[config.mk]
export PLATFORM = sky130hd
export DESIGN_NAME = tcm_port_arbiter
export DESIGN_NICKNAME = d
export VERILOG_FILES = /design/src/rtl/tcm_arb_pkg.sv /design/src/rtl/tcm_arb_prio.sv /design/src/rtl/tcm_port_arbiter.sv
export SDC_FILE = /design/constraint.sdc
export NUM_CORES = 1
export LEC_CHECK = 0
export CAP_MARGIN = 20
export CORE_AREA = 3 3 109 111
export CTS_BUF_LIST = sky130_fd_sc_hd__clkbuf_8
export CTS_CLUSTER_DIAMETER = 60
export DETAILED_ROUTE_END_ITERATION = 12
export DIE_AREA = 0 0 112 114
export DONT_BUFFER_PORTS = 1
export PLACE_DENSITY = 0.3
export SLEW_MARGIN = 20
export SYNTH_ARGS = -nofsm -noshare
export SYNTH_HDL_FRONTEND = slang
export SYNTH_HIERARCHICAL = 1
export SYNTH_SLANG_ARGS = --single-unit
[constraint.sdc]
create_clock -name clk_i -period 11.2 [get_ports clk_i]
set_input_delay 2.24 -clock clk_i [delete_from_list [all_inputs] [get_ports clk_i]]
set_output_delay 2.24 -clock clk_i [all_outputs]
set_load 0.01 [all_outputs]
[src/rtl/tcm_arb_pkg.sv]
// Shared types and helpers for the TCM port arbiter: grant encoding,
// tag width and the address window check.
package tcm_arb_pkg;

  typedef enum logic [1:0] {
    GNT_NONE = 2'd0,
    GNT_I    = 2'd1,
    GNT_D    = 2'd2
  } gnt_e;

  localparam int TAG_W = 11;

  // Unsigned subtract makes addresses below the base wrap to large offsets.
  function automatic logic addr_in_range(input logic [31:0] addr,
                                         input logic [31:0] base,
                                         input logic [31:0] size);
    logic [31:0] off;
    off = addr - base;
    return (off < size);
  endfunction

endpackage

[src/rtl/tcm_arb_prio.sv]
// Fixed data-over-fetch priority with a bounded data streak so a waiting
// fetch is granted after at most MAX_D_STREAK consecutive data grants.
module tcm_arb_prio
  import tcm_arb_pkg::*;
#(
  parameter int MAX_D_STREAK = 4
) (
  input  logic       clk_i,
  input  logic       rst_i,
  input  logic       i_req_i,
  input  logic       d_req_i,
  output logic [1:0] gnt_o
);

  localparam logic [3:0] MAX_STREAK = 4'(MAX_D_STREAK);

  gnt_e       gnt_s;
  logic [3:0] d_streak_r;
  logic       at_max_s;

  assign at_max_s = (d_streak_r == MAX_STREAK);
  assign gnt_o    = gnt_s;

  // Grant selection; nothing is granted while reset is held.
  always_comb begin
    gnt_s = GNT_NONE;
    if (rst_i) begin
      gnt_s = GNT_NONE;
    end else if (d_req_i && i_req_i) begin
      if (at_max_s) begin
        gnt_s = GNT_I;
      end else begin
        gnt_s = GNT_D;
      end
    end else if (d_req_i) begin
      gnt_s = GNT_D;
    end else if (i_req_i) begin
      gnt_s = GNT_I;
    end else begin
      gnt_s = GNT_NONE;
    end
  end

  // Count data grants only while a fetch is waiting behind them.
  always_ff @(posedge clk_i) begin
    if (rst_i) begin
      d_streak_r <= 4'd0;
    end else if (!i_req_i || (gnt_s == GNT_I)) begin
      d_streak_r <= 4'd0;
    end else if ((gnt_s == GNT_D) && !at_max_s) begin
      d_streak_r <= d_streak_r + 4'd1;
    end else begin
      d_streak_r <= d_streak_r;
    end
  end

endmodule

[src/rtl/tcm_port_arbiter.sv]
// Shares one single-ported TCM SRAM between the core fetch and data ports;
// one access per cycle, responses registered one cycle after the grant.
module tcm_port_arbiter
  import tcm_arb_pkg::*;
#(
  parameter logic [31:0] BASE_ADDR    = 32'h8000_0000,
  parameter int          SIZE_BYTES   = 131072,
  parameter int          AW           = $clog2(SIZE_BYTES / 4),
  parameter int          MAX_D_STREAK = 4
) (
  input  logic              clk_i,
  input  logic              rst_i,
  input  logic              mem_i_rd_i,
  input  logic              mem_i_flush_i,
  input  logic              mem_i_invalidate_i,
  input  logic [31:0]       mem_i_pc_i,
  output logic              mem_i_accept_o,
  output logic              mem_i_valid_o,
  output logic              mem_i_error_o,
  output logic [31:0]       mem_i_inst_o,
  input  logic [31:0]       mem_d_addr_i,
  input  logic [31:0]       mem_d_data_wr_i,
  input  logic              mem_d_rd_i,
  input  logic [3:0]        mem_d_wr_i,
  input  logic              mem_d_cacheable_i,
  input  logic [TAG_W-1:0]  mem_d_req_tag_i,
  input  logic              mem_d_invalidate_i,
  input  logic              mem_d_flush_i,
  output logic              mem_d_accept_o,
  output logic              mem_d_ack_o,
  output logic              mem_d_error_o,
  output logic [31:0]       mem_d_data_rd_o,
  output logic [TAG_W-1:0]  mem_d_resp_tag_o,
  output logic              ram_en_o,
  output logic [3:0]        ram_we_o,
  output logic [AW-1:0]     ram_addr_o,
  output logic [31:0]       ram_wdata_o,
  input  logic [31:0]       ram_rdata_i
);

  localparam logic [31:0] SIZE = 32'(SIZE_BYTES);

  logic [1:0]       gnt_s;
  logic             d_wr_s;
  logic             d_rd_s;
  logic             d_maint_s;
  logic             d_req_s;
  logic [31:0]      d_off_s;
  logic [31:0]      i_off_s;
  logic             d_inr_s;
  logic             i_inr_s;
  logic             i_acc_s;
  logic             d_acc_s;
  logic             ram_en_s;
  logic [3:0]       ram_we_s;
  logic [AW-1:0]    ram_addr_s;
  logic [31:0]      ram_wdata_s;
  logic             i_vld_r;
  logic             i_err_r;
  logic             d_ack_r;
  logic             d_err_r;
  logic             d_rd_r;
  logic [TAG_W-1:0] d_tag_r;
  logic             unused_s;

  // A strobed access is a write even if the read line is also set.
  assign d_wr_s    = |mem_d_wr_i;
  assign d_rd_s    = mem_d_rd_i & ~d_wr_s;
  assign d_maint_s = ~mem_d_rd_i & ~d_wr_s;
  assign d_req_s   = mem_d_rd_i | d_wr_s | mem_d_flush_i | mem_d_invalidate_i;

  assign d_off_s = mem_d_addr_i - BASE_ADDR;
  assign i_off_s = mem_i_pc_i - BASE_ADDR;
  assign d_inr_s = addr_in_range(mem_d_addr_i, BASE_ADDR, SIZE);
  assign i_inr_s = addr_in_range(mem_i_pc_i, BASE_ADDR, SIZE);

  assign unused_s = ^{mem_i_flush_i, mem_i_invalidate_i, mem_d_cacheable_i,
                      d_off_s[31:AW+2], d_off_s[1:0],
                      i_off_s[31:AW+2], i_off_s[1:0]};

  tcm_arb_prio #(
    .MAX_D_STREAK(MAX_D_STREAK)
  ) u_prio (
    .clk_i  (clk_i),
    .rst_i  (rst_i),
    .i_req_i(mem_i_rd_i),
    .d_req_i(d_req_s),
    .gnt_o  (gnt_s)
  );

  // SRAM drive for the granted port; maintenance and out-of-range skip the RAM.
  always_comb begin
    i_acc_s     = 1'b0;
    d_acc_s     = 1'b0;
    ram_en_s    = 1'b0;
    ram_we_s    = 4'b0000;
    ram_addr_s  = {AW{1'b0}};
    ram_wdata_s = 32'h0000_0000;
    case (gnt_s)
      GNT_I: begin
        i_acc_s = 1'b1;
        if (i_inr_s) begin
          ram_en_s   = 1'b1;
          ram_addr_s = i_off_s[AW+1:2];
        end else begin
          ram_en_s   = 1'b0;
        end
      end
      GNT_D: begin
        d_acc_s = 1'b1;
        if (!d_maint_s && d_inr_s) begin
          ram_en_s   = 1'b1;
          ram_addr_s = d_off_s[AW+1:2];
          if (d_wr_s) begin
            ram_we_s    = mem_d_wr_i;
            ram_wdata_s = mem_d_data_wr_i;
          end else begin
            ram_we_s    = 4'b0000;
          end
        end else begin
          ram_en_s = 1'b0;
        end
      end
      default: begin
        ram_en_s = 1'b0;
      end
    endcase
  end

  // Response pipes: capture what the granted access needs one cycle later.
  always_ff @(posedge clk_i) begin
    if (rst_i) begin
      i_vld_r <= 1'b0;
      i_err_r <= 1'b0;
      d_ack_r <= 1'b0;
      d_err_r <= 1'b0;
      d_rd_r  <= 1'b0;
      d_tag_r <= {TAG_W{1'b0}};
    end else begin
      i_vld_r <= (gnt_s == GNT_I);
      i_err_r <= (gnt_s == GNT_I) && !i_inr_s;
      d_ack_r <= (gnt_s == GNT_D);
      d_err_r <= (gnt_s == GNT_D) && !d_maint_s && !d_inr_s;
      d_rd_r  <= (gnt_s == GNT_D) && d_rd_s && d_inr_s;
      d_tag_r <= (gnt_s == GNT_D) ? mem_d_req_tag_i : {TAG_W{1'b0}};
    end
  end

  assign mem_i_accept_o = i_acc_s;
  assign mem_d_accept_o = d_acc_s;
  assign ram_en_o       = ram_en_s;
  assign ram_we_o       = ram_we_s;
  assign ram_addr_o     = ram_addr_s;
  assign ram_wdata_o    = ram_wdata_s;

  // Gating with rst_i drops a response whose grant preceded a reset.
  assign mem_i_valid_o    = i_vld_r & ~rst_i;
  assign mem_i_error_o    = i_err_r & ~rst_i;
  assign mem_i_inst_o     = (i_vld_r & ~i_err_r & ~rst_i) ? ram_rdata_i : 32'h0000_0000;
  assign mem_d_ack_o      = d_ack_r & ~rst_i;
  assign mem_d_error_o    = d_err_r & ~rst_i;
  assign mem_d_data_rd_o  = (d_rd_r & ~rst_i) ? ram_rdata_i : 32'h0000_0000;
  assign mem_d_resp_tag_o = rst_i ? {TAG_W{1'b0}} : d_tag_r;

endmodule

; Word-level counts from Yosys, hierarchy flattened
; Index checks and enable logic that the tools add are counted.
[totals]
regBits = 20
input_bits = 152
output_inout_bits = 133
[op_classes]
n_addsub = 3
magnitude_cmp = 2
eq_ne = 3
n_mux = 22
bitwise_logic = 17
n_reduce_logical = 17
[ops]
columns = cell, n
row1 = 32-bit two-way mux, 5
row2 = "32-bit by 18-bit less-than comparator with 1-bit output, second input constant", 2
row3 = "32-bit subtractor, second input constant", 2
row4 = 15-bit two-way mux, 2
row5 = 15-bit one-hot mux with 2 select lines, 1
row6 = 4-bit two-way mux, 3
row7 = 11-bit two-way mux, 1
row8 = 1-bit AND, 9
row9 = 1-bit logical AND, 8
row10 = 2-bit two-way mux, 4
row11 = 1-bit logical NOT, 5
row12 = 1-bit two-way mux, 5
row13 = 1-bit NOT, 5
row14 = "4-bit by 1-bit adder with 4-bit output, second input constant", 1
row15 = "4-bit by 3-bit == test with 1-bit output, second input constant", 1
row16 = 2-bit OR reduction, 2
row17 = 4-bit OR reduction, 1
row18 = 1-bit bitwise OR, 3
row19 = "2-bit by 1-bit == test with 1-bit output, second input constant", 1
row20 = "2-bit == test, second input constant", 1
row21 = 1-bit one-hot mux with 2 select lines, 1
row22 = 1-bit logical OR, 1

; Logic depth before layout (Yosys ltp)
; Gate-level depths: netlist of run 1.
[logic_depth]
depth_word = 10
mapped_depth = 13
ltp_nobuf = 9

; Hierarchy
; Netlist of run 1, hierarchy kept.
[modules_own_cells]
columns = module, n_inst, cells_each, area_each_um2, seq_area_each_um2
row1 = tcm_port_arbiter, 1, 227, 1600.3, 320.3
row2 = tcm_arb_prio, 1, 24, 212.7, 80.1

; Worst setup path after synthesis of run 1
; Ideal clock, no wire load.
[synth_timing]
path_type = in2out
start = input port mem_d_wr_i[0]
end = output port ram_addr_o[11]
arrival_ps = 5129
required_ps = 8960
setup_slack_ps = 3831
stages = 13
path_buffers = 4
cell_sequence = or4_1 -> buf_2 -> or2_1 -> buf_6 -> or3_1 -> a211oi_2 -> inv_1 -> ha_1 -> nor2b_1 -> clkbuf_1 -> and2_1 -> buf_1 -> a22o_1
[synth_between]
elab_chain_cells = 9
word_cells_on_any_way = 16
classes_between = eq/ne: 2 / mux: 5 / bitwise: 5 / reduce/logical: 4
[synth_rtl]
columns = element, line_no
row1 = "start, declared", tcm_port_arbiter.sv:24  ; input logic [3:0] mem_d_wr_i,
row2 = 4-bit OR reduction (*), tcm_port_arbiter.sv:67  ; assign d_wr_s = |mem_d_wr_i;
row3 = 1-bit bitwise OR (*) (3 in series), tcm_port_arbiter.sv:70  ; assign d_req_s = mem_d_rd_i | d_wr_s | mem_d_flush_i | mem_d_invalidate_i;
row4 = net d_req_s, tcm_port_arbiter.sv:47  ; logic d_req_s;
row5 = 2-bit two-way mux or 1-bit logical AND (tied branches), "tcm_arb_prio.sv:35, tcm_arb_prio.sv:29"
row6 = 2-bit two-way mux (*), tcm_arb_prio.sv:29  ; end else if (d_req_i && i_req_i) begin
row7 = 2-bit two-way mux (*), tcm_arb_prio.sv:27  ; if (rst_i) begin
row8 = net gnt_s[0], tcm_port_arbiter.sv:43  ; logic [1:0] gnt_s;
row9 = 2-bit == test or 2-bit by 1-bit == test with 1-bit output (tied branches), tcm_port_arbiter.sv:99  ; case (gnt_s)
row10 = 15-bit one-hot mux with 2 select lines (*), tcm_port_arbiter.sv:99
row11 = "end, declared", tcm_port_arbiter.sv:36  ; output logic [AW-1:0] ram_addr_o,
; Mark *: on every way through the listed nets, which the timed path passes. The rest lies on a longest branch.

; Worst setup path in the final report of run 1
; Same ends and word-level chain as after synthesis.

==> results of run 1 <==
-- layout make-up --
cell class	instances	area [µm²]	share of cell area
clock buffer	3	41.3	0.0206
clock inverter	1	30.0	0.0150
inverter	8	30.0	0.0150
multi-input combinational	202	1290	0.647
sequential	20	400	0.200
tap	140	175	0.0876
timing repair buffer	4	30.0	0.0150
-- worst register-to-register path, delay by kind of cell, from the launching register on --
kind / cells / cell delay [ns]
AND/OR/NAND/NOR: 4 / 1.00
adder cells (fa/ha/maj): 2 / 0.54
flip-flops: 1 / 0.37
AO/OA/AOI/OAI: 1 / 0.17
buffers and inverters: 1 / 0.06
-- state kept, by name, indices dropped and copies added, names as in the netlist --
signal	cells
d_err_r	1
i_err_r	1
d_tag_r	11
d_ack_r	1
d_rd_r	1
i_vld_r	1
u_prio/d_streak_r	4
-- Yosys cell counts (2+ instances only) --
cell type and instances:
o21ai_0 8, nand4_1 3, dfxtp_1 20, nor2_1 5, nor4_1 5, buf_2 2, and3_1 29, nand3_1 17
and3_2 4, nor3_1 4, nor4b_1 2, clkbuf_1 16, ha_1 4, inv_1 8, buf_1 2, a22o_1 7
nor2b_1 22, and2_1 79
-- cells by family after synthesis --
family	after synthesis	share of synthesized area
compound gates	18	0.0732
xor+xnor	1	0.00483
fa+ha+maj	4	0.0276
buf+inv	29	0.0656
flops	20	0.221
mux	1	0.00552
simple gates	178	0.602
-- cells in the final DEF (no fill, tap or decap), types with 2 or more instances in the layout --
cell / Yosys / final
and2_1: 79 / 79
a22o_1: 7 / 7
clkbuf_8: 0 / 3
nor3_1: 4 / 4
dfxtp_1: 20 / 20
and3_2: 4 / 4
o21ai_0: 8 / 8
nand3_1: 17 / 17
buf_4: 0 / 4
nor4b_1: 2 / 2
nor4_1: 5 / 5
and3_1: 29 / 29
inv_1: 8 / 8
nor2b_1: 22 / 22
nand4_1: 3 / 3
ha_1: 4 / 4
nor2_1: 5 / 5
-- worst max-delay path by stage --
stage	start	end	slack [ns]	cells after the start
4_1_cts	mem_d_wr_i[0]	ram_addr_o[11]	3.19	10
3_5_place_dp	mem_d_wr_i[0]	ram_addr_o[11]	3.20	10
6_report	mem_d_wr_i[0]	ram_addr_o[11]	3.31	10
3_3_place_gp	mem_d_wr_i[0]	ram_addr_o[11]	3.30	10
2_1_floorplan	mem_d_wr_i[0]	ram_addr_o[11]	3.83	13
5_1_grt	mem_d_wr_i[0]	ram_addr_o[3]	2.99	10
-- routing by layer --
metal  track usage  share of wire
met3        0.0159          0.098
met4        0.0369          0.025
met5             0              0
met2         0.201           0.56
met1        0.0918           0.31
-- stage by stage --
step	hold WS, ns	utilization	instances
final	0.471	0.184	378
after CTS	0.474	0.184	378
after global routing	0.522	0.184	378
after detailed placement	0.454	0.177	374
after floorplan	0.430	-	251
after global placement	0.453	0.177	374
-- power by group --
part | internal, µW | leakage (µW) | switching (µW)
Sequential | 73.4 | 0.000164 | 0.616
Clock | 47.7 | 0.0000357 | 23.9
Combinational | 4.65 | 0.000677 | 6.26
==> results.toml, run 1 <==
[worst_hold_path]
worstHoldPathType = "reg -> reg"
holdPathStages = 1
min_to = "u_prio/d_streak_r[0]"
worstHoldStart = "u_prio/d_streak_r[0]"

[cts]
cts_buffers = 3
cts_root_buf = "clkbuf_8"
htree_levels = 1
postCtsSetupRepairBufs = 0
clkLatencyLatePin_ns = 0.26
cts_tree = "built"
clockBufferDepth = 2
clk_pin_slew_ns = 0.07
post_cts_resized = 0
cts_hold_buf = 0
cts_sinks = 20

[worst_setup_path]
rr_startpoint = "u_prio/d_streak_r[0]"
startpoint_type = "primary input"
path_class = "in -> out"
timing.critical_path.buf_inv = 2
reg2reg_slack_ns = 8.97
arrival_ns = 5.65
cp_slowest_cell = "nor2b_1"
setup.worst_path.end_class = "primary output"
critPathMaxStageDelay_ns = 0.54
r2r-end = "d_rd_r"
critPathMaxFanout = 35
crit_chain = "or4_1 > buf_4 > or2_1 > or3_1 > a211oi_2 > inv_1 > ha_1 > nor2b_1 > and2_1 > a22o_1"
crit_family = "simple AND/OR/NAND/NOR gates"
reg2reg_depth = 8
required_ns = 8.96

[power_and_ir_drop]
cellPowerDensity_mw_per_mm2 = 78.2
fin_total_pwr_uw = 156
peakVddDrop_uv = 34.8
leakage_uw = 0.000877

[detailed_routing]
drt_iter0_drc = 54
first_pass_iters = 4
routedWlPerCell_um = 19.3
postRouteWirelength_um = 7290
ant_nets = 0
viasPerCell = 4.58
vias = 1730
drcViolationCount = 0

[logic_synthesis]
netlist.area_leader.share = 0.273
synthesis.area_mm2 = 0.00181
synth_edf_count = 0
yosys-top-cells-area = "and2_1, dfxtp_1, and3_1, nor2b_1, nand3_1"
ys.flop_type = "dfxtp_1"
synth_top_area_cell = "and2_1"
ys_seq_area_frac = 0.221
synth_nets = 407
yosys_warnings = 6
async_flop_share = 0
syn_inst = 251
synth_cell_type_count = 32
synth_area_per_cell_um2 = 7.22
synth.ff_latch_count = 20

[global_route]
overflow = 0
grt_pass1_wl_um = 9560
grt_pass1_vias = 1700
grt.total_usage = 0.0960
antenna_found_initial = 0
grt_max_degree = 37

[layout]
drive_gt1_frac = 0.0714
area_delta_synth_final_pct = 10.4
final_nets = 395
final_area_mm2 = 0.00200
antenna_cells = 0
fill_cells = 1231

[timing]
skew_ns = 0.00673
setup_slack_ns = 3.31
hold_violations = 0
finalCritPeriodShare = 0.704
rsz0062_at_grt = "no"
drv_slew = 0
min_period_ns = 7.89
setup_violations = 0
slew-limit-headroom = 0.528
fin_tns_setup_ns = 0
fmax_mhz = 127
tightestPinTransition_ns = 0.703

[die]
rows = 38
initial_core_util = 0.167
die-area_mm2 = 0.0128
core-area_mm2 = 0.0109
ios = 285
die_y_um = 114
dieWidth_um = 112

[placed_design]
place_area_mm2 = 0.00193
port_buffers = 0
routabilityCongestion = 0.776
place_ws_ns = 3.20
hpwlAfterDp_um = 6360

[flow_run]
drv_cap = 0

[run_status]
outcome = "completed"
(Power assumes the default switching activity.)
==> run 2, diff against run 1 <==
==> constraint.sdc (replaced) <==
create_clock -name clk_i -period 6.9 [get_ports clk_i]
set_input_delay 1.38 -clock clk_i [delete_from_list [all_inputs] [get_ports clk_i]]
set_output_delay 1.38 -clock clk_i [all_outputs]
set_load 0.01 [all_outputs]
==> run 2 against run 1 <==
Register-to-register slack got worse by 4.3 ns. Count of clock-buffer cells in the layout unchanged. Global-route usage decreased by 0.11 points. Non-clock buffer count increased by 1. Critical path type unchanged. Largest cell class unchanged. Highest routed layer unchanged.
==> results.toml, run 2 (synthesis results as in run 1) <==
[cts]
postCtsSetupRepairBufs = 0
cts_sinks = 20
cts_root_buf = "clkbuf_8"
clk_pin_slew_ns = 0.08
cts_tree = "built"
htree_levels = 1
clockBufferDepth = 2
clkLatencyLatePin_ns = 0.26
cts_hold_buf = 0
post_cts_resized = 0
cts_buffers = 3

[timing]
skew_ns = 0.00458
fmax_mhz = 172
setup_violations = 0
slew-limit-headroom = 0.507
hold_violations = 0
finalCritPeriodShare = 0.841
tightestPinTransition_ns = 0.738
drv_slew = 0
min_period_ns = 5.81
fin_tns_setup_ns = 0
rsz0062_at_grt = "no"

[placed_design]
post-place-cells = 375
hpwlAfterDp_um = 6270
place_area_mm2 = 0.00194
routabilityCongestion = 0.772
port_buffers = 0

[global_route]
overflow = 0
grt_pass1_vias = 1692
grt_max_degree = 37
grt.total_usage = 0.0949
grt_pass1_wl_um = 9460
antenna_found_initial = 0

[die]
rows = 38
die_y_um = 114
initial_core_util = 0.167
die-area_mm2 = 0.0128
ios = 285
core-area_mm2 = 0.0109
dieWidth_um = 112

[worst_setup_path]
rr_startpoint = "u_prio/d_streak_r[0]"
required_ns = 5.52
setup.worst_path.end_class = "primary output"
critPathMaxFanout = 10
reg2reg_slack_ns = 4.66
startpoint_type = "primary input"
arrival_ns = 4.43
startpoint = "mem_d_wr_i[0]"
path_class = "in -> out"

[layout]
final_util = 0.184
final_cell_mix = "and2_1, and3_1, nor2b_1, dfxtp_1, nand3_1"
antenna_cells = 0
final_area_mm2 = 0.00201
largest_reg_flops = 11
drive_gt1_frac = 0.0753
final_cells = 379
regMostFlops = "d_tag_r"
mostFrequentLayoutCell = "and2_1"
area_delta_synth_final_pct = 10.8
top_regs = "d_tag_r x11, u_prio/d_streak_r x4"
final_nets = 396

[flow_run]
drv_cap = 0

[detailed_routing]
first_pass_iters = 4
drcViolationCount = 0
viasPerCell = 4.59
drt_iter0_drc = 97
ant_nets = 0
postRouteWirelength_um = 7160
routedWlPerCell_um = 18.9
vias = 1738

[worst_hold_path]
worstHoldPathType = "reg -> reg"
worstHoldStart = "u_prio/d_streak_r[0]"

[power_and_ir_drop]
peakVddDrop_uv = 57.8
leakage_uw = 0.000882
cellPowerDensity_mw_per_mm2 = 128

[run_status]
outcome = "completed"
==> run 2: per-stage QoR <==
step	power [µW]	setup slack (ns)	hold slack [ns]
global route	267	0.798	0.486
floorplan	138	1.25	0.430
finish	256	1.09	0.476
CTS	259	0.974	0.476
detailed placement	141	0.982	0.458
global placement	141	1.03	0.453
==> run 2: layer usage <==
layer	up-vias	part of all wire	GRT usage
met2	153	0.57	0.201
met3	10	0.085	0.0117
met1	763	0.32	0.0919
li1	812	-	-
met4	0	0.024	0.0337
met5	-	0	0
==> run 2: worst paths after layout <==
kind,cells after the start,end
max,9,ram_addr_o[10]
min,1,u_prio/d_streak_r[0]
max reg2reg,7,d_err_r
min reg2reg,1,u_prio/d_streak_r[0]
==> run 2: cell type report <==
class,instances,area (µm²)
clock buffers,3,41.3
multi-input cells,202,1290
inverters,8,30.0
well taps,140,175
flip-flops and latches,20,400
repair buffers,5,37.5
clock inverters,1,30.0
fillers,1221,8880
==> run 2: power by group <==
part	leakage (µW)	internal [µW]	switching, µW	total (µW)
combinational	0.000683	7.54	10.0	17.6
sequential	0.000164	119	1.07	120
clock	0.0000357	77.4	41.1	119
total	0.000882	204	52.2	256
==> run 2: worst max-delay path: stages <==
cell and delay [ns]:
or4_1 0.55, or2_1 0.39, or3_1 0.45, a211oi_2 0.24
inv_1 0.06, ha_1 0.34, nor2b_1 0.49, nand3_1 0.13
o21ai_0 0.39
